===== config.mk =====
export PLATFORM = sky130hd
export DESIGN_NAME = fetch_unit_flat
export DESIGN_NICKNAME = d
export VERILOG_FILES = /design/src/rtl/fetch_unit_if.sv /design/src/rtl/fetch_unit.sv /design/src/flat_wrapper.sv
export SDC_FILE = /design/constraint.sdc
export NUM_CORES = 1
export LEC_CHECK = 0
export ABC_AREA = 1
export CAP_MARGIN = 20
export CORE_ASPECT_RATIO = 1.25
export CORE_MARGIN = 5
export CORE_UTILIZATION = 43
export CTS_CLUSTER_DIAMETER = 150
export CTS_CLUSTER_SIZE = 16
export DETAILED_ROUTE_END_ITERATION = 8
export GPL_TIMING_DRIVEN = 0
export PLACE_DENSITY_LB_ADDON = 0.08
export SYNTH_ARGS = -nofsm -noshare
export SYNTH_HDL_FRONTEND = slang
export SYNTH_SLANG_ARGS = --single-unit

===== constraint.sdc =====
create_clock -name clk -period 1.53 [get_ports clk]
set_input_delay 0.306 -clock clk [delete_from_list [all_inputs] [get_ports clk]]
set_output_delay 0.306 -clock clk [all_outputs]
set_load 0.02 [all_outputs]

===== src/rtl/fetch_unit_if.sv =====
// Fetch-stage bus bundle: hazard/redirect inputs, instruction-memory port and IF/ID outputs.
// The master side is the fetch unit; the slave side is the surrounding pipeline/memory.
interface fetch_unit_if #(
    parameter int PC_LENGTH   = 32,
    parameter int INST_LENGTH = 32
);
    logic                   stall;
    logic                   redirect_valid;
    logic [PC_LENGTH-1:0]   redirect_pc;
    logic [PC_LENGTH-1:0]   imem_pc;
    logic [INST_LENGTH-1:0] imem_inst;
    logic [PC_LENGTH-1:0]   if_pc;
    logic [INST_LENGTH-1:0] if_inst;
    logic                   if_valid;
    logic                   misalign_err;
    logic [31:0]            fetch_count;

    modport master (
        input  stall,
        input  redirect_valid,
        input  redirect_pc,
        input  imem_inst,
        output imem_pc,
        output if_pc,
        output if_inst,
        output if_valid,
        output misalign_err,
        output fetch_count
    );

    modport slave (
        output stall,
        output redirect_valid,
        output redirect_pc,
        output imem_inst,
        input  imem_pc,
        input  if_pc,
        input  if_inst,
        input  if_valid,
        input  misalign_err,
        input  fetch_count
    );
endinterface


===== src/rtl/fetch_unit.sv =====
// RV32 instruction fetch stage: owns the PC, fills the IF/ID register, handles stall and redirect.
// IF_MISALIGN_TRAP_EN: a misaligned redirect halts fetch and raises misalign_err until reset.
module fetch_unit #(
    parameter int                   PC_LENGTH   = 32,
    parameter int                   INST_LENGTH = 32,
    parameter logic [PC_LENGTH-1:0] RESET_PC    = 32'h0000_0000,
    parameter logic [INST_LENGTH-1:0] NOP_INST  = 32'h0000_0013
) (
    input  logic            clk,
    input  logic            rst_n,
    fetch_unit_if.master    bus
);

`ifdef IF_MISALIGN_TRAP_EN
    typedef enum logic [1:0] {
        ST_BOOT = 2'd0,
        ST_RUN  = 2'd1,
        ST_HALT = 2'd2
    } state_t;
`else
    typedef enum logic [1:0] {
        ST_BOOT = 2'd0,
        ST_RUN  = 2'd1
    } state_t;
`endif

    state_t                 state_q, state_d;
    logic [PC_LENGTH-1:0]   pc_q, pc_d;
    logic [PC_LENGTH-1:0]   if_pc_q, if_pc_d;
    logic [INST_LENGTH-1:0] if_inst_q, if_inst_d;
    logic                   if_valid_q, if_valid_d;
    logic [31:0]            fetch_count_q, fetch_count_d;

    logic [PC_LENGTH-1:0]   redirect_aligned;

    // Targets are always word-aligned before use; the low bits only matter for the trap.
    assign redirect_aligned = {bus.redirect_pc[PC_LENGTH-1:2], 2'b00};

`ifdef IF_MISALIGN_TRAP_EN
    logic redirect_misaligned;
    assign redirect_misaligned = |bus.redirect_pc[1:0];
`else
    logic redirect_lsb_unused;
    assign redirect_lsb_unused = ^bus.redirect_pc[1:0];
`endif

    always_ff @(posedge clk or negedge rst_n) begin
        if (!rst_n) begin
            state_q       <= ST_BOOT;
            pc_q          <= RESET_PC;
            if_pc_q       <= '0;
            if_inst_q     <= NOP_INST;
            if_valid_q    <= 1'b0;
            fetch_count_q <= '0;
        end else begin
            state_q       <= state_d;
            pc_q          <= pc_d;
            if_pc_q       <= if_pc_d;
            if_inst_q     <= if_inst_d;
            if_valid_q    <= if_valid_d;
            fetch_count_q <= fetch_count_d;
        end
    end

    always_comb begin
        state_d       = state_q;
        pc_d          = pc_q;
        if_pc_d       = if_pc_q;
        if_inst_d     = if_inst_q;
        if_valid_d    = if_valid_q;
        fetch_count_d = fetch_count_q;

        case (state_q)
            ST_BOOT: begin
                // IF/ID still holds the reset bubble; only the PC may be redirected here.
                state_d = ST_RUN;
                if (bus.redirect_valid) begin
                    pc_d = redirect_aligned;
`ifdef IF_MISALIGN_TRAP_EN
                    if (redirect_misaligned) begin
                        state_d = ST_HALT;
                    end
`endif
                end
            end

            ST_RUN: begin
                if (bus.redirect_valid) begin
                    pc_d       = redirect_aligned;
                    if_pc_d    = '0;
                    if_inst_d  = NOP_INST;
                    if_valid_d = 1'b0;
`ifdef IF_MISALIGN_TRAP_EN
                    if (redirect_misaligned) begin
                        state_d = ST_HALT;
                    end
`endif
                end else if (!bus.stall) begin
                    if_pc_d       = pc_q;
                    if_inst_d     = bus.imem_inst;
                    if_valid_d    = 1'b1;
                    pc_d          = pc_q + PC_LENGTH'(4);
                    fetch_count_d = fetch_count_q + 32'd1;
                end
            end

`ifdef IF_MISALIGN_TRAP_EN
            ST_HALT: begin
                if_pc_d    = '0;
                if_inst_d  = NOP_INST;
                if_valid_d = 1'b0;
            end
`endif

            default: begin
                state_d = ST_BOOT;
            end
        endcase
    end

    always_comb begin
        bus.imem_pc     = pc_q;
        bus.if_pc       = if_pc_q;
        bus.if_inst     = if_inst_q;
        bus.if_valid    = if_valid_q;
        bus.fetch_count = fetch_count_q;
`ifdef IF_MISALIGN_TRAP_EN
        bus.misalign_err = (state_q == ST_HALT);
`else
        bus.misalign_err = 1'b0;
`endif
    end

endmodule


===== src/flat_wrapper.sv =====
// flat-port wrapper written by rule: the top's interface ports become plain ports
module fetch_unit_flat 
#(
    parameter int                   PC_LENGTH   = 32,
    parameter int                   INST_LENGTH = 32,
    parameter logic [PC_LENGTH-1:0] RESET_PC    = 32'h0000_0000,
    parameter logic [INST_LENGTH-1:0] NOP_INST  = 32'h0000_0013
)
  (clk, rst_n, bus_stall, bus_redirect_valid, bus_redirect_pc, bus_imem_inst, bus_imem_pc, bus_if_pc, bus_if_inst, bus_if_valid, bus_misalign_err, bus_fetch_count);
  fetch_unit_if #(.PC_LENGTH(PC_LENGTH), .INST_LENGTH(INST_LENGTH)) bus_i ();
  input  logic clk;
  input  logic rst_n;
  input wire logic [$bits(bus_i.stall)-1:0] bus_stall;
  input wire logic [$bits(bus_i.redirect_valid)-1:0] bus_redirect_valid;
  input wire logic [$bits(bus_i.redirect_pc)-1:0] bus_redirect_pc;
  input wire logic [$bits(bus_i.imem_inst)-1:0] bus_imem_inst;
  output wire logic [$bits(bus_i.imem_pc)-1:0] bus_imem_pc;
  output wire logic [$bits(bus_i.if_pc)-1:0] bus_if_pc;
  output wire logic [$bits(bus_i.if_inst)-1:0] bus_if_inst;
  output wire logic [$bits(bus_i.if_valid)-1:0] bus_if_valid;
  output wire logic [$bits(bus_i.misalign_err)-1:0] bus_misalign_err;
  output wire logic [$bits(bus_i.fetch_count)-1:0] bus_fetch_count;
  assign bus_i.stall = bus_stall;
  assign bus_i.redirect_valid = bus_redirect_valid;
  assign bus_i.redirect_pc = bus_redirect_pc;
  assign bus_i.imem_inst = bus_imem_inst;
  assign bus_imem_pc = bus_i.imem_pc;
  assign bus_if_pc = bus_i.if_pc;
  assign bus_if_inst = bus_i.if_inst;
  assign bus_if_valid = bus_i.if_valid;
  assign bus_misalign_err = bus_i.misalign_err;
  assign bus_fetch_count = bus_i.fetch_count;
  fetch_unit #(.PC_LENGTH(PC_LENGTH), .INST_LENGTH(INST_LENGTH), .RESET_PC(RESET_PC), .NOP_INST(NOP_INST)) u_core (.clk(clk), .rst_n(rst_n), .bus(bus_i));
endmodule

== Word-level counts from Yosys, hierarchy flattened ==
Cells that the tools add are included.

* Muxes and demuxes: 11
* Equality and inequality tests: 4
* Add/subtract/negate cells: 2
* Reduce and logical (&&, ||, !) cells: 5
* Bitwise logic cells: 2

{| class="wikitable"
|+ Operators by type and width
! cell !! count
|-
| two-way mux 32 bit || 7
|-
| one-hot mux 32 bit (2 select lines) || 1
|-
| adder 32 x 1 -> 32 bit, second input constant || 1
|-
| adder 32 x 3 -> 32 bit, second input constant || 1
|-
| AND reduction 3 bit || 2
|-
| one-hot mux 2 bit (2 select lines) || 1
|-
| != test 3 bit, second input constant || 1
|-
| == test 2 x 1 -> 1 bit, second input constant || 1
|-
| zero test 2 bit || 1
|-
| two-way mux 1 bit || 2
|-
| != test 2 x 1 -> 1 bit, second input constant || 1
|-
| != test 2 bit, second input constant || 1
|-
| inverter 1 bit || 2
|-
| AND reduction 2 bit || 1
|-
| nonzero test 2 bit || 1
|}

* Bits in registers: 131
* Output and inout bits: 130
* Input port bits: 68

== Longest topological paths before layout ==
* Word-level depth: 4
* Depth in mapped cells: 10

== Worst setup path after synthesis ==
Ideal clock, no wire load.

* Path type: register -> register
* Start: register u_core.pc_q[3], in the netlist u_core.bus.imem_pc[3]
* End: register u_core.pc_q[26], in the netlist u_core.bus.imem_pc[26]
* Cell stages (with the launch flop): 11
* Period minus slack after synthesis: 1,615 ps
* Slack: -85 ps
* Buffers on the path: 0
* Data arrival time: 1,498 ps
* Required time: 1,413 ps
* Setup time: 117 ps
* Path through: dfrtp_1 -> ha_1 -> nand2_1 -> nor2_1 -> nand2_1 -> inv_1 -> nand2_1 -> nand2_1 -> nand3_1 -> nand2_1 -> nand2_1

* Cells in the longest elaborated chain, start to end: 4

{| class="wikitable"
|+ Ends and longest elaborated chain
! element !! line !! source
|-
| start: declaration || fetch_unit.sv:28 || <nowiki>logic [PC_LENGTH-1:0] pc_q, pc_d;</nowiki>
|-
| start signal: assignment || fetch_unit.sv:57 || <nowiki>pc_q <= pc_d;</nowiki>
|-
| adder 32 x 3 -> 32 bit || fetch_unit.sv:102 || <nowiki>pc_d = pc_q + PC_LENGTH'(4);</nowiki>
|-
| two-way mux 32 bit || fetch_unit.sv:98 || <nowiki>end else if (!bus.stall) begin</nowiki>
|-
| two-way mux 32 bit || fetch_unit.sv:88 || <nowiki>if (bus.redirect_valid) begin</nowiki>
|-
| one-hot mux 32 bit (2 select lines) || fetch_unit.sv:73 || <nowiki>case (state_q)</nowiki>
|}

No other way between the ends. The select of a mux whose other input is x is not followed.
A chain may end at the register's enable or synchronous reset.

== Worst setup path after layout ==
* Start: register u_core.pc_q[2], in the netlist u_core.bus.imem_pc[2]
* End: output port bus_imem_pc[2]

{| class="wikitable"
|+ RTL lines
! element !! line !! source
|-
| end: declaration || flat_wrapper.sv:17 || <nowiki>output wire logic [$bits(bus_i.imem_pc)-1:0] bus_imem_pc;</nowiki>
|}

No word-level cell between the ends.

==> impl_metrics.toml <==
[setup_path]
critPathMaxFanout = 5
timing.setup.critical_path_class = "reg2out"
timing.critical_path.to = "bus_imem_pc[2]"
worst_path_cell_trace = "dlygate4sd2_1"
timing.critical_path.arrival_ns = 1.22
max_stage_delay_ns = 0.42
critPathTopFamily = "flip-flops"
crit_path_end_kind = "output pin"
launching_element_of_the_worst_setup_path = "u_core.bus.imem_pc[2]"
crit_cells = 1
worst_ep_required_time_ns = 1.22
timing.reg2reg.worst_path_depth = 8
r2r_setup_slack_ns = 0.04
start_kind = "flip-flop"
critPathSlowestCell = "dfrtp_2"
timing.rr.start = "u_core.bus.imem_pc[2]"
worst_r2r_endpoint = "u_core.bus.imem_pc[16]"
worst-path-buf-inv = 1

[power]
leakage_dissipation_nw = 4.61
power_density_nw_per_um2 = 1110
ir_drop_uv = 803

[grt]
initial_antenna_violation_count = 0
first_global_vias = 6211
grt_start_max_net_pins = 94
grt_pass1_wl_um = 33100
grt_overflow_total = 0
global_router_s_overall_resource_usage = 0.241

[finish]
final_cells = 1230
final_layout_size_suffix_gt1_frac = 0.188
final_nets = 1105
leading_cell_type_in_the_layout_fill_and_taps_excluded = "nand2_1"
syn_to_final_growth_pct = 48.2
layout.cells.most_common_list = "269 x nand2_1, 96 x dfrtp_1, 78 x dlygate4sd2_1"
num-fill-cells = 1385
post-route-cell-area_sq_um = 9500
antennaDiodeCount = 0

[route]
avgViaCountPerCell = 5.09
num_vias = 6258
ant_nets = 0
postRouteWirelength_um = 21000
remaining_drc_errors = 0
firstDrtPassIters = 5
detailedRoute.firstIterationViolations = 406
avgRoutedWirePerCell_um = 17.1

[yosys]
synth.area.top_cells = "dfrtp_1 48%, nand2_1 16%, nor2_1 5.6%, a22o_1 4.2%, o21ai_0 3.5%"
yosys_warnings = 0
synth.lib_cells_used.distinct = 36
synthCells = 807
average_size_of_a_mapped_cell_sq_um = 7.95
yosys.area.top_type_share = 0.484
synth-async-reset-ratio = 1.00
area_of_the_mapped_netlist_sq_um = 6410
yosysSeqAreaShare = 0.496
ys_dominant_reg_cell = "dfrtp_1"
synth-edff-count = 0
synth_seq_cells = 127
post-synth-top-area-cell = "dfrtp_1"

[clock_network]
cts-root-buf = "clkbuf_16"
clock_path_buffers = 2
cts_made_buffers = 17
cts.sinks = 127
tritoncts = "yes"
path_clk_slew_ns = 0.06
clk_latency_ns = 0.42
cts_h_tree_lvls = 4

[sta]
timing_hold_violations_final = 0
fin_worst_hold_slack_ns = 0.364
min_period_ns = 1.52
max_clock_freq_ghz = 0.656
grt_setup_unrepaired = "yes"
headroom_to_the_max_slew_limit = 0.648
worstMarginPinSlew_ns = 0.528
timing.final.setup_violations = 0
period_share = 0.996
fin_setup_tns_ns = 0
worst_clock_skew_ns = 0.00865
timing_max_transition_violations_final = 0

[floorplan]
placementRows = 50
dieArea_sq_um = 17500
core_sq_um = 14800
die_width_um = 119
io_pins = 198
floorplan.initialDensity = 0.432
die_height_um = 147

[placed_design]
place.port_buffers = 192
place_inst = 1184
dpl-instance-area_sq_um = 8600
gp_routability_congestion = 0.963
detailed_place_hpwl_um = 15900

[min_path]
hold_path.class = "in2async"

[job]
maxCapViolCount = 0

[run_status]
status = "complete, no violations"
-- area by class of cell --
class,instances,area (sq um),area share
plain buffers,29,204,0.0215
clock buffers,19,443,0.0466
clock inverters,13,213,0.0224
inverters,57,219,0.0230
multi-input cells,595,3050,0.321
flip-flops and latches,127,3220,0.339
well taps,182,228,0.0240
repair buffers,208,1930,0.203
-- repair_timing --
item,in CTS,in global routing
setup buffers,7,7
setup endpoints to repair,193,129
resized for setup,215,101
hold endpoints to repair,34,0
pin swaps,5,9
hold buffers,1,0
-- cell usage after synthesis (7+ instances only) --
| master | count |
|---|---|
| dfrtp_1 | 124 |
| nand2_1 | 277 |
| o22ai_1 | 8 |
| buf_2 | 13 |
| xor2_1 | 11 |
| a21oi_1 | 13 |
| buf_4 | 7 |
| nor2_2 | 7 |
| o21ai_0 | 45 |
| inv_1 | 53 |
| nand3b_1 | 9 |
| nand4_1 | 11 |
| xnor2_1 | 12 |
| clkbuf_1 | 8 |
| nor2_1 | 95 |
| a22o_1 | 31 |
| nand3_1 | 42 |
-- worst min-delay path by stage --
stage | to | cells after the start
floorplan | u_core.bus.fetch_count[0] | 0
global placement | u_core.bus.if_pc[11] | 2
detailed placement | u_core.bus.fetch_count[16] | 1
CTS | u_core.bus.fetch_count[16] | 2
global route | u_core.bus.fetch_count[16] | 2
finish | u_core.bus.fetch_count[16] | 2
-- sequential cells by signal, indices dropped and copies added (netlist names) --
name,cells
u_core.bus.fetch_count,32
u_core.bus.if_inst,32
u_core.bus.if_pc,31
u_core.bus.imem_pc,30
u_core.bus.if_valid,1
u_core.state_q,1
-- metrics by stage --
step	util	setup WS, ns	power [mW]
floorplan	-	0.0519	4.98
global placement	0.578	-5.50	6.12
detailed placement	0.580	-0.590	6.15
CTS	0.628	0.000830	10.5
global route	0.641	-0.0465	11.0
finish	0.641	0.00592	10.6
-- power by group --
group	leakage [nW]	switching [mW]	internal [mW]
registers	1.61	0.343	3.67
logic	2.68	1.22	0.825
clock network	0.321	1.55	2.94
-- layer usage --
metal  share of wire  up-vias  GRT usage
met5               0        -          0
met4           0.033        0     0.0928
met3           0.053       49     0.0573
met2            0.52      222      0.429
met1            0.39     2907      0.278
li1                -     3080          -
-- logic make-up after synthesis --
family,count (synthesis),synth area share
XOR/XNOR,23,0.0314
other,2,0.00117
adder cells (fa/ha/maj),2,0.00390
flip-flops,127,0.496
buffers and inverters,87,0.0587
AND/OR/NAND/NOR,458,0.299
AO/OA/AOI/OAI,108,0.110
Note: power is estimated with default switching activity, not from simulation.
==> edit 1 (same flow settings) <==
Build with the macro `IF_MISALIGN_TRAP_EN` defined.
--- a/src/rtl/fetch_unit.sv
+++ b/src/rtl/fetch_unit.sv
@@ -1,5 +1,7 @@
 // RV32 instruction fetch stage: owns the PC, fills the IF/ID register, handles stall and redirect.
 // IF_MISALIGN_TRAP_EN: a misaligned redirect halts fetch and raises misalign_err until reset.
+`define IF_MISALIGN_TRAP_EN
+
 module fetch_unit #(
     parameter int                   PC_LENGTH   = 32,
     parameter int                   INST_LENGTH = 32,
Check against the original RTL: not equivalent (a bounded check fails within 4 cycles, from zero or initial values and one cycle with rst_n low).
==> edit 1 against the unedited design <==
Register-to-register slack worse by 70 ps. Utilization is 0.73 points higher. Design area is 5.8% higher. Worst setup slack worse by 38 ps. Clock skew barely moved. Die area increased by 5.1%. The flow now finishes with violations (setup timing). Wire length increased by 4.6%. Critical path type is now register to register. Sequential cell count is 1 higher. Synthesized area grew 5.5%.
Power is not compared: it rests on default switching activity, and its combinational part moved more than twofold at a synthesized area within 25%.
==> edit 1: results (changes against the unedited design) <==
setup_viol: 1  # +1
dp_slack_ps: -525  # +65.0 ps
seq_area_frac_synth: 0.474  # -0.0224
violations: "setup timing"
grt_max_degree: 82  # -13%
r2r_cells: 8  # unchanged
clock_skew_ps: 8.19  # -0.459 ps
layout.nets: 1188  # +7.5%
drive_gt1_frac: 0.228  # +0.0401
grt_use_met3: 0.0489  # -0.00849
status: "finished, violations left"
hpwl_um: 16300  # +2.9%
grt_pass1_wl_um: 34100  # +3.0%
end_kind: "register"
cp_max_fo: 6  # +1
routedWlPerCell_um: 16.4  # -4.2%
async_reset_ff_frac: 1.00  # unchanged
synthTopCellsByCount: "298 x nand2_1, 125 x dfrtp_1, 97 x nor2_1"
setup_tns_ps: -31.6  # -31.6 ps
drt_iter0_drc: 366  # -9.9%
synth.area.top_cells: "dfrtp_1 46%, nand2_1 17%, nor2_1 5.4%"
port_buffers: 195  # +1.6%
r2r-start: "u_core.bus.fetch_count[1]$_DFFE_PN0P_"
gr-usage-all-layers: 0.242  # +0.00124
dr_total_vias: 6673  # +6.6%
reg2reg_to: "u_core.bus.fetch_count[16]$_DFFE_PN0P_"
met2_usage: 0.438  # +0.00939
fin_ws_ps: -31.6  # -37.5 ps
cp.arrival_ps: 1880  # +660 ps
yosys.cell_types.count: 38  # +5.6%
==> edit 1: cell count changes after synthesis, sizes merged, moves of 3 or more <==
cell,change
nand2,+24
o21ai,+23
inv,+20
nand3,+10
nand4,-7
buf,+5
clkbuf,-5
nor2,+4
o22ai,-4
xor2,-4
a22oi,+3
or2,+3
xnor2,-3
==> edit 1: cells by family after synthesis <==
family	synth area share
AO/OA/AOI/OAI	0.117
adder cells (fa/ha/maj)	0.00370
flip-flops	0.474
AND/OR/NAND/NOR	0.311
XOR/XNOR	0.0207
buffers and inverters	0.0740
other	0.000554
==> edit 1: metrics by stage <==
| step | power [uW] | hold slack (ps) | utilization | std cells |
|---|---|---|---|---|
| 2_1_floorplan | 9380 | 10.4 | - | 869 |
| 3_3_place_gp | 12700 | 442 | 0.582 | 1276 |
| 3_5_place_dp | 12800 | 283 | 0.583 | 1277 |
| 4_1_cts | 16800 | 414 | 0.626 | 1318 |
| 5_1_grt | 18300 | 449 | 0.648 | 1343 |
| 6_report | 17300 | 397 | 0.648 | 1343 |
==> edit 1: critical path, cell delays in order, from the launching register on <==
cell and delay, ps:
dfrtp_2 430, ha_4 170, nand3_4 90, nor2_4 160
nand3_4 110, nor2_4 200, nand2_2 110, o21ai_1 130
nand2_1 50
==> edit 1: routing by layer <==
layer,share of wire,vias up
li1,-,3305
met1,0.39,3130
met2,0.53,193
met3,0.053,45
met4,0.029,0
met5,0,-
==> edit 1: where the power goes <==
| part | total [uW] | switching (uW) | leakage [uW] | internal, uW |
|---|---|---|---|---|
| clock network | 4240 | 1660 | 0.000291 | 2580 |
| registers | 5580 | 1160 | 0.00165 | 4420 |
| logic | 7460 | 4500 | 0.00290 | 2960 |
| total | 17300 | 7320 | 0.00484 | 9960 |
==> edit 1: area by class of cell <==
type / instances / area [sq um]
well taps: 212 / 265
clock inverters: 15 / 184
repair buffers: 230 / 2080
inverters: 77 / 294
plain buffers: 30 / 275
flip-flops and latches: 128 / 3240
clock buffers: 17 / 425
fillers: 1424 / 5460
multi-input cells: 634 / 3280
==> edit 1: repair_timing <==
action	4_1_cts	5_1_grt
pin swaps	10	19
cloned	0	0
hold buffers	1	0
endpoints found under the setup margin	167	139
buffers inserted	8	26
resized for setup	236	123
endpoints found under the hold margin	44	0
==> edit 2 (config.mk and constraints unchanged) <==
Without the edit above. Make the reset (`rst_n`) synchronous in one clocked block.
--- a/src/rtl/fetch_unit.sv
+++ b/src/rtl/fetch_unit.sv
@@ -44,7 +44,7 @@
     assign redirect_lsb_unused = ^bus.redirect_pc[1:0];
 `endif
 
-    always_ff @(posedge clk or negedge rst_n) begin
+    always_ff @(posedge clk) begin
         if (!rst_n) begin
             state_q       <= ST_BOOT;
             pc_q          <= RESET_PC;
Check against the original RTL: differs if rst_n is asserted again (counterexample within 4 cycles, from zero or initial values and one cycle with rst_n low); with rst_n held inactive, the same outputs for 4 cycles.
==> edit 2 against the unedited design <==
The run now ends with setup timing left. Sequential cell count did not move. Critical path depth rose by 8. Wire length rose by 1.7%. First-iteration DRC count rose by 35%. Via count rose by 12%. Design area fell by 1.2%. Synthesized area fell by 5.0%. Cell count rose by 10%. Worst setup slack got worse by 24 ps. Sequential share of layout area fell by 6.0 points. Critical endpoint is now u_core.bus.imem_pc[16]$_SDFFE_PN0P_. Largest cell class is now multi-input gates. Highest routed layer unchanged.
Power is not compared: it rests on default switching activity, and its combinational part moved more than twofold at a synthesized area within 25%.
==> edit 2: results (changes against the unedited design) <==
whs_ps: 355  # -8.76 ps
tightestPinTransition_ps: 583  # +54.7 ps
detail_route.vias_per_cell: 5.16  # +1.5%
whs_endpoint: "u_core.bus.if_pc[1]$_SDFFE_PN0P_"
swShare: 0.250
vdd_drop_max_mv: 0.587
root_buffer: "clkbuf_16"
grt_use_met3: 0.0632  # +0.00582
layout.nets: 1241  # +12%
synth_compound_area_frac: 0.140  # +0.0296
setup_tns_ps: -18.1  # -18.1 ps
setup.worst_path.end: "u_core.bus.imem_pc[16]$_SDFFE_PN0P_"
dp_slack_ps: -841  # -250 ps
min_delay_path_depth: 4
synth_fa_ha_area_frac: 0.00411  # +0.000203
synthTopCellsByCount: "346 x nand2_1, 127 x dfxtp_1, 125 x nor2_1"
dr.max_layer_used: "met4"
fill_cells: 1296  # -6.4%
dr_total_vias: 7016  # +12%
grt_max_degree: 17  # -82%
synth-main-ff-cell: "dfxtp_1"
fin_ws_ps: -18.1  # -24.0 ps
async_reset_ff_frac: 0  # -1.00
gp_congestion: 0.945  # -1.9%
worstSetupStartpoint: "u_core.bus.imem_pc[3]$_SDFFE_PN0P_"
crit_family: "simple AND/OR/NAND/NOR gates"
cp.arrival_ps: 1840  # +620 ps
clock_skew_ps: 15.0  # +6.33 ps
crit_path_max_incr_delay_ps: 370  # -50 ps
hpwl_um: 15500  # -2.1%
avgSynthCellArea_sq_um: 6.48  # -18%
ys_warn_count: 0  # unchanged
drive_gt1_frac: 0.193  # +0.00544
status: "finished, violations left"
routedWlPerCell_um: 15.7  # -8.0%
critPathSlowestCell: "dfxtp_4"
seq_area_frac_synth: 0.417  # -0.0790
setup_viol: 1  # +1
met2_usage: 0.450  # +0.0217
grt_pass1_wl_um: 33100  # unchanged
drt_iter0_drc: 549  # +35%
min_path_type: "input pin to register"
muxShareOfSynthArea: 0.00164  # +0.00164
dp_cells: 1309  # +11%
port_buffers: 191  # -0.52%
synth_xor_area_frac: 0.00287  # -0.0285
wl_met2_um: 11000  # -0.18%
dpl_cell_area_sq_um: 8260  # -4.0%
first_global_vias: 6773  # +9.0%
yosys.cell_types.count: 36  # unchanged
met1_length_um: 8350  # +1.4%
route.met3.wl_um: 1470  # +31%
synth.area.top_cells: "dfxtp_1 42%, nand2_1 21%, a21oi_1 8.0%"
r2r_cells: 9  # +1
met1_usage: 0.289  # +0.0110
violations: "setup timing"
gr-usage-all-layers: 0.253  # +0.0119
[edit 2: repair_timing]
item,CTS,global route
gates cloned,0,0
pin swaps,9,19
gates resized for setup,235,120
setup endpoints to repair,245,97
setup buffers,11,9
[edit 2: area by class of cell]
| class | count | area (sq um) | share of cell area |
|---|---|---|---|
| tap | 175 | 219 | 0.0233 |
| clock buffer | 23 | 489 | 0.0521 |
| timing repair buffer | 211 | 1950 | 0.208 |
| sequential | 127 | 2610 | 0.278 |
| multi-input combinational | 714 | 3530 | 0.377 |
| buffer | 40 | 204 | 0.0217 |
| inverter | 60 | 241 | 0.0257 |
| clock inverter | 9 | 130 | 0.0139 |
[edit 2: power groups by stage]
stage | clock, uW | sequential, uW | combinational [uW]
6_report | 4250 | 3540 | 965
2_1_floorplan | 0 | 3690 | 346
4_1_cts | 4290 | 3530 | 934
3_3_place_gp | 0 | 3600 | 942
5_1_grt | 4470 | 3560 | 1040
3_5_place_dp | 0 | 3600 | 950
